File: config.mk
export PLATFORM = sky130hd
export DESIGN_NAME = covox_feeder
export DESIGN_NICKNAME = d
export VERILOG_FILES = /design/src/rtl/covox_feeder_pkg.sv /design/src/rtl/covox_fifo_ram.sv /design/src/rtl/covox_feeder.sv
export SDC_FILE = /design/constraint.sdc
export NUM_CORES = 1
export LEC_CHECK = 0
export CAP_MARGIN = 20
export CORE_ASPECT_RATIO = 2
export CORE_UTILIZATION = 55
export CTS_CLUSTER_DIAMETER = 120
export DETAILED_ROUTE_END_ITERATION = 10
export GPL_TIMING_DRIVEN = 0
export MAX_ROUTING_LAYER = met4
export PLACE_DENSITY = 0.79
export SLEW_MARGIN = 20
export SYNTH_ARGS = -nofsm -noshare
export SYNTH_HDL_FRONTEND = slang
export SYNTH_SLANG_ARGS = --single-unit
File: constraint.sdc
create_clock -name clk -period 3.05 [get_ports clk]
set_input_delay 0.915 -clock clk [delete_from_list [all_inputs] [get_ports clk]]
set_output_delay 0.915 -clock clk [all_outputs]
set_load 0.03 [all_outputs]
File: src/rtl/covox_feeder_pkg.sv
`default_nettype none
// ============================================================================
//  Module      : covox_feeder_pkg
//  Description : Shared definitions for the covox sample feeder: control-byte
//                bit positions, status-word layout and reset defaults.
//  Revision    : 1.0 - initial release
// ============================================================================
package covox_feeder_pkg;

    // Bit positions inside the byte written with ctrl_wr
    localparam int unsigned c_CTRL_EN    = 7;  // playback enable (level)
    localparam int unsigned c_CTRL_FLUSH = 6;  // one-shot FIFO flush
    localparam int unsigned c_CTRL_CLR   = 5;  // one-shot sticky-flag clear

    // Bit positions inside the 4-bit status word
    localparam int unsigned c_STAT_FULL  = 3;
    localparam int unsigned c_STAT_EMPTY = 2;
    localparam int unsigned c_STAT_OVF   = 1;
    localparam int unsigned c_STAT_UDR   = 0;

    // DAC mid-scale: silence for an unsigned 8-bit covox
    localparam logic [7:0] c_RESET_LEVEL = 8'h80;

    // Status word, MSB first; field order matches the c_STAT_* positions
    typedef struct packed {
        logic full;
        logic empty;
        logic overflow;
        logic underrun;
    } status_t;

endpackage : covox_feeder_pkg
`default_nettype wire

File: src/rtl/covox_fifo_ram.sv
`default_nettype none
// ============================================================================
//  Module      : covox_fifo_ram
//  Description : Sample storage for the covox feeder, 2^DEPTH_LOG2 x 8 bits.
//                Synchronous write port, asynchronous (combinational) read
//                port. Contents are deliberately not reset.
//  Ports       : clk       - system clock
//                i_wr_en   - write strobe
//                i_wr_addr - write address
//                i_wr_data - write data
//                i_rd_addr - read address
//                o_rd_data - read data (combinational from i_rd_addr)
//  Revision    : 1.0 - initial release
// ============================================================================
module covox_fifo_ram #(
    parameter int unsigned DEPTH_LOG2 = 4
) (
    input  logic                  clk,
    input  logic                  i_wr_en,
    input  logic [DEPTH_LOG2-1:0] i_wr_addr,
    input  logic [7:0]            i_wr_data,
    input  logic [DEPTH_LOG2-1:0] i_rd_addr,
    output logic [7:0]            o_rd_data
);

    localparam int unsigned c_DEPTH = 1 << DEPTH_LOG2;

    logic [7:0] r_mem [c_DEPTH];

    always_ff @(posedge clk) begin
        if (i_wr_en) begin
            r_mem[i_wr_addr] <= i_wr_data;
        end
    end

    assign o_rd_data = r_mem[i_rd_addr];

endmodule : covox_fifo_ram
`default_nettype wire

File: src/rtl/covox_feeder.sv
`default_nettype none
// ============================================================================
//  Module      : covox_feeder
//  Description : Rate-timed sample FIFO feeding an 8-bit covox DAC. The CPU
//                pushes samples; a programmable down-counter pops one sample
//                every div+1 cycles onto dout, qualified by a covox_wr pulse.
//  Ports       : clk       - system clock
//                rst       - synchronous active-high reset
//                din       - CPU data bus
//                sample_wr - push din into the FIFO
//                ctrl_wr   - write {enable, flush, clear-flags} from din[7:5]
//                div_wr    - write din into the rate divider
//                dout      - sample delivered to the covox stage
//                covox_wr  - one-cycle strobe qualifying dout
//                level     - FIFO occupancy
//                status    - {full, empty, overflow, underrun}
//                half_irq  - enabled and FIFO at most half full
//  Revision    : 1.0 - initial release
// ============================================================================
module covox_feeder
    import covox_feeder_pkg::*;
#(
    parameter int unsigned DEPTH_LOG2  = 4,
    parameter logic [7:0]  RESET_LEVEL = c_RESET_LEVEL
) (
    input  logic                clk,
    input  logic                rst,
    input  logic [7:0]          din,
    input  logic                sample_wr,
    input  logic                ctrl_wr,
    input  logic                div_wr,
    output logic [7:0]          dout,
    output logic                covox_wr,
    output logic [DEPTH_LOG2:0] level,
    output logic [3:0]          status,
    output logic                half_irq
);

    localparam int unsigned             c_DEPTH   = 1 << DEPTH_LOG2;
    localparam logic [DEPTH_LOG2:0]     c_LVL_MAX = (DEPTH_LOG2+1)'(c_DEPTH);
    localparam logic [DEPTH_LOG2:0]     c_LVL_HALF = (DEPTH_LOG2+1)'(c_DEPTH / 2);
    localparam logic [DEPTH_LOG2:0]     c_LVL_ONE = (DEPTH_LOG2+1)'(1);
    localparam logic [DEPTH_LOG2-1:0]   c_PTR_ONE = DEPTH_LOG2'(1);

    // Registered state
    logic [DEPTH_LOG2-1:0] r_rd_ptr;
    logic [DEPTH_LOG2-1:0] r_wr_ptr;
    logic [DEPTH_LOG2:0]   r_level;
    logic                  r_enable;
    logic [7:0]            r_div;
    logic [7:0]            r_count;
    logic                  r_overflow;
    logic                  r_underrun;
    logic [7:0]            r_dout;
    logic                  r_covox_wr;

    // Combinational qualifiers for the current cycle
    logic                  w_tick;
    logic                  w_full;
    logic                  w_empty;
    logic                  w_flush;
    logic                  w_clear;
    logic                  w_pop;
    logic                  w_push;
    logic                  w_ovf_set;
    logic                  w_udr_set;
    logic [7:0]            w_rd_data;
    status_t               w_status;

    assign w_full  = (r_level == c_LVL_MAX);
    assign w_empty = (r_level == '0);
    assign w_tick  = r_enable && (r_count == 8'd0);
    assign w_flush = ctrl_wr && din[c_CTRL_FLUSH];
    assign w_clear = ctrl_wr && din[c_CTRL_CLR];

    // Flush swallows any push or pop issued alongside it. A push into a full
    // FIFO is still accepted when the same cycle frees a slot by popping.
    assign w_pop     = w_tick && !w_empty && !w_flush;
    assign w_push    = sample_wr && !w_flush && (!w_full || w_pop);
    assign w_ovf_set = sample_wr && !w_flush && w_full && !w_pop;
    // Underrun reflects a tick that found nothing to play, flush or not.
    assign w_udr_set = w_tick && w_empty;

    covox_fifo_ram #(
        .DEPTH_LOG2 (DEPTH_LOG2)
    ) u_ram (
        .clk       (clk),
        .i_wr_en   (w_push),
        .i_wr_addr (r_wr_ptr),
        .i_wr_data (din),
        .i_rd_addr (r_rd_ptr),
        .o_rd_data (w_rd_data)
    );

    // FIFO pointers and occupancy
    always_ff @(posedge clk) begin
        if (rst) begin
            r_rd_ptr <= '0;
            r_wr_ptr <= '0;
            r_level  <= '0;
        end else if (w_flush) begin
            r_rd_ptr <= '0;
            r_wr_ptr <= '0;
            r_level  <= '0;
        end else begin
            if (w_push) begin
                r_wr_ptr <= r_wr_ptr + c_PTR_ONE;
            end
            if (w_pop) begin
                r_rd_ptr <= r_rd_ptr + c_PTR_ONE;
            end
            case ({w_push, w_pop})
                2'b10:   r_level <= r_level + c_LVL_ONE;
                2'b01:   r_level <= r_level - c_LVL_ONE;
                default: r_level <= r_level;
            endcase
        end
    end

    // Control register and rate timer. While disabled the counter tracks
    // div, so enabling yields the first tick div+1 cycles later.
    always_ff @(posedge clk) begin
        if (rst) begin
            r_enable <= 1'b0;
            r_div    <= 8'd0;
            r_count  <= 8'd0;
        end else begin
            if (ctrl_wr) begin
                r_enable <= din[c_CTRL_EN];
            end
            if (div_wr) begin
                r_div   <= din;
                r_count <= din;
            end else if (!r_enable || w_tick) begin
                r_count <= r_div;
            end else begin
                r_count <= r_count - 8'd1;
            end
        end
    end

    // Sticky flags: a set event in the same cycle as a clear wins.
    always_ff @(posedge clk) begin
        if (rst) begin
            r_overflow <= 1'b0;
            r_underrun <= 1'b0;
        end else begin
            r_overflow <= w_ovf_set || (r_overflow && !w_clear);
            r_underrun <= w_udr_set || (r_underrun && !w_clear);
        end
    end

    // Output stage: the popped head is registered, covox_wr follows by one
    // cycle. Reset drops any pop in flight.
    always_ff @(posedge clk) begin
        if (rst) begin
            r_dout     <= RESET_LEVEL;
            r_covox_wr <= 1'b0;
        end else begin
            r_covox_wr <= w_pop;
            if (w_pop) begin
                r_dout <= w_rd_data;
            end
        end
    end

    assign w_status.full     = w_full;
    assign w_status.empty    = w_empty;
    assign w_status.overflow = r_overflow;
    assign w_status.underrun = r_underrun;

    assign dout     = r_dout;
    assign covox_wr = r_covox_wr;
    assign level    = r_level;
    assign status   = w_status;
    assign half_irq = r_enable && (r_level <= c_LVL_HALF);

endmodule : covox_feeder
`default_nettype wire
==> results of run 1 <==
==> per-layer routing <==
layer	GRT usage	vias to the layer above
li1	-	1885
met1	0.290	2195
met2	0.476	182
met3	0.0537	50
met4	0.145	0
met5	-	-
==> cells by family (layout without fill, tap and decap cells) <==
group           count (synthesis)  after routing
fa+ha+maj                       9              9
flops                         169            169
xor+xnor                       12             12
simple gates                  117            117
compound gates                 81             81
mux                            36             36
buf+inv                        35            101
==> worst register-to-register path, stage by stage, from the launching register on <==
cell,delay [ns]
dfxtp_1,0.32
buf_2,0.19
or4_4,0.59
o2111ai_4,0.31
buf_6,0.22
nor2_1,0.07
ha_1,0.33
a31oi_1,0.26
nor4b_2,0.11
or3_1,0.38
a21oi_1,0.15
==> area by class of cell <==
class | instances | area (µm²) | area share
plain buffers | 27 | 135 | 0.0163
clock buffers | 18 | 429 | 0.0519
clock inverters | 14 | 148 | 0.0179
inverters | 6 | 22.5 | 0.00272
multi-input cells | 255 | 2300 | 0.278
flip-flops and latches | 169 | 4660 | 0.564
well taps | 147 | 184 | 0.0222
repair buffers | 36 | 383 | 0.0463
==> worst min-delay path by stage <==
stage,from,to,slack [ns],depth (start not counted)
after CTS,r_div[3],r_div[3],0.48,2
after global placement,r_div[7],r_div[7],0.46,2
after detailed placement,r_div[3],r_div[3],0.47,2
after floorplan,r_div[0],r_div[0],0.45,2
final,r_div[3],r_div[3],0.49,2
after global routing,r_div[3],r_div[3],0.51,2
==> power by group <==
part / leakage [nW] / switching (mW) / internal [mW]
Combinational: 0.883 / 0.177 / 0.118
Clock: 0.282 / 0.911 / 1.21
Sequential: 1.49 / 0.0297 / 2.50
==> state kept, by name (all words and copies together) (netlist names), 4 cells and up <==
register / count
dout: 8
level: 5
r_count: 8
r_div: 8
r_rd_ptr: 4
r_wr_ptr: 4
u_ram.r_mem: 128
==> Yosys cell counts (4+ instances only) <==
cell      instances
xor2_1            6
dfxtp_1          41
inv_1             6
a22oi_1          15
nor3_1            4
buf_2             6
nand3_1           4
xnor2_1           6
a211o_1           7
buf_4             6
a21oi_1          37
clkbuf_1         15
mux4_2           33
nand2_1          27
nor2_1           47
ha_1              9
edfxtp_1        128
nand2b_1         11
==> per-stage QoR <==
stage / util / hold WS (ns) / instance area [µm²] / total power, mW
3_3_place_gp: 0.607 / 0.457 / 7450 / 2.83
6_report: 0.674 / 0.486 / 8270 / 4.95
5_1_grt: 0.674 / 0.508 / 8270 / 5.07
3_5_place_dp: 0.610 / 0.474 / 7480 / 2.84
2_1_floorplan: - / 0.450 / 6960 / 2.74
4_1_cts: 0.663 / 0.485 / 8130 / 4.93
==> repair_timing <==
action,in CTS,in global routing
setup endpoints to repair,131,94
endpoints found under the hold margin,0,0
setup buffers,1,3
gates resized for setup,26,17
pin swaps,1,3
==> flow_summary.yaml, run 1 <==
outcome:
  status: "finished, final reports clean"
worst_setup_path:
  worst_path_most_repeated_cell: "or3_1"
  cp.required_ns: 3.36
  reg2reg_to: "level[4]"
  reg2reg_from: "level[1]"
  crit_cells: 9
  crit_path_top_delay_cell: "clkdlybuf4s50_1"
  reg2reg_slack_ns: 0.05
  crit_arrival_ns: 3.36
  critical_path_buf_inv_count: 1
  critPathCapture: "level[4]"
  path_class: "input pin to flip-flop"
  r2r_cells: 10
  start_kind: "input pin"
  path_cells: "clkdlybuf4s50_1, and2_1, or3_1, o31ai_1, ha_2, a31oi_1, nor4b_2, or3_1, a21oi_1"
  max_stage_delay_ns: 0.49
  crit_family: "simple AND/OR/NAND/NOR gates"
  startpoint: "ctrl_wr"
  endpoint_kind: "flip-flop"
  cp_max_fo: 8
final_layout:
  final_cell_mix: "128 x edfxtp_1, 41 x dfxtp_1, 37 x a21oi_1"
  syn_to_final_growth_pct: 18.8
  antennaDiodeCount: 0
  final_cells: 672
  final_common_cell: "edfxtp_1"
  drive_gt1_frac: 0.215
  final_net_count: 534
  fillers: 810
clock_tree:
  postCtsHoldBufs: 0
  path_clk_slew_ns: 0.07
  clk_path_buf_depth: 2
  cts_buffers: 17
  insertion_delay_ns: 0.42
  cts_max_level: 4
  cts_tree: "built"
  cts_root_buffer: "clkbuf_16"
  clock_sinks: 169
sta:
  finalWorstSetupSlack_ns: 0.00397
  worst_pin_slew_ns: 1.06
  maxSlewHeadroom: 0.289
  setup_viol: 0
  rsz0062_at_grt: "true"
  max_freq_mhz: 328
  min_period_over_period: 0.999
  final.setup.tns_ns: 0
  period_needed_ns: 3.05
  final_hold_viol_count: 0
  clock_skew_ns: 0.0104
  finalMaxSlewViolations: 0
detailed_routing:
  routed_wl_mm: 16.4
  maxUsedRoutingLayer: "met4"
  vias_per_cell: 6.42
  wire_per_inst_um: 24.4
  dr.pass1.iters: 5
  wl_met1_mm: 5.60
  routed-wl-met2_mm: 9.51
  drc: 0
  ant_nets: 0
  met3_length_um: 627
  drt_iter0_markers: 327
  vias: 4312
die:
  ios: 32
  die_h_um: 161
  initial_core_util: 0.567
  rows: 57
  die_w_um: 81.5
  dieArea_um2: 13100
  core_region_area_um2: 12300
placed_design:
  io_buffers: 31
  place_congestion: 0.938
  place_ws_ns: -1.02
  dp.cells: 638
  hpwl_mm: 10.5
yosys:
  syn_avg_cell_area_um2: 15.2
  yosysSeqAreaShare: 0.671
  ys.flop_type: "edfxtp_1"
  synth.cell_area_um2: 6960
  syn-num-nets: 481
  synth_xor_area_frac: 0.0151
  yosys.area_share.adder: 0.0162
  yosys_warnings: 0
  synth_cells: 459
  synth_top_family_by_area: "multiplexers"
  yosys.area_share.simple: 0.0833
  yosys.area.top_type: "edfxtp_1"
  synthArstFlopShare: 0
  ys_seq_elements: 169
  synth_top_area_frac: 0.553
  synth_compound_area_frac: 0.0806
  synthMuxAreaShare: 0.111
  synth_cell_types: 51
  synth_area_leaders: "edfxtp_1 55%, dfxtp_1 12%, mux4_2 11%"
  synth_edf_count: 128
run:
  cap_violations: 0
global_routing:
  grt_start_max_net_pins: 20
  grt_pass1_wl_mm: 24.7
  grt_pass1_vias: 4454
  track_usage: 0.277
  antenna_found_initial: 0
  grt_overflow_total: 0
min_path:
  hp-class: "flip-flop to flip-flop"
power_and_ir_drop:
  peakVddDrop_v: 0.000525
  power_density_nw_per_um2: 599
  power.leakage_nw: 2.65
(Power assumes the default switching activity.)
==> run 2, diff against run 1 <==
Settings changed: CTS_CLUSTER_DIAMETER 120 to 200.
==> results of run 2 <==
The final DEF is identical to that of run 1; final timing and power are the same.
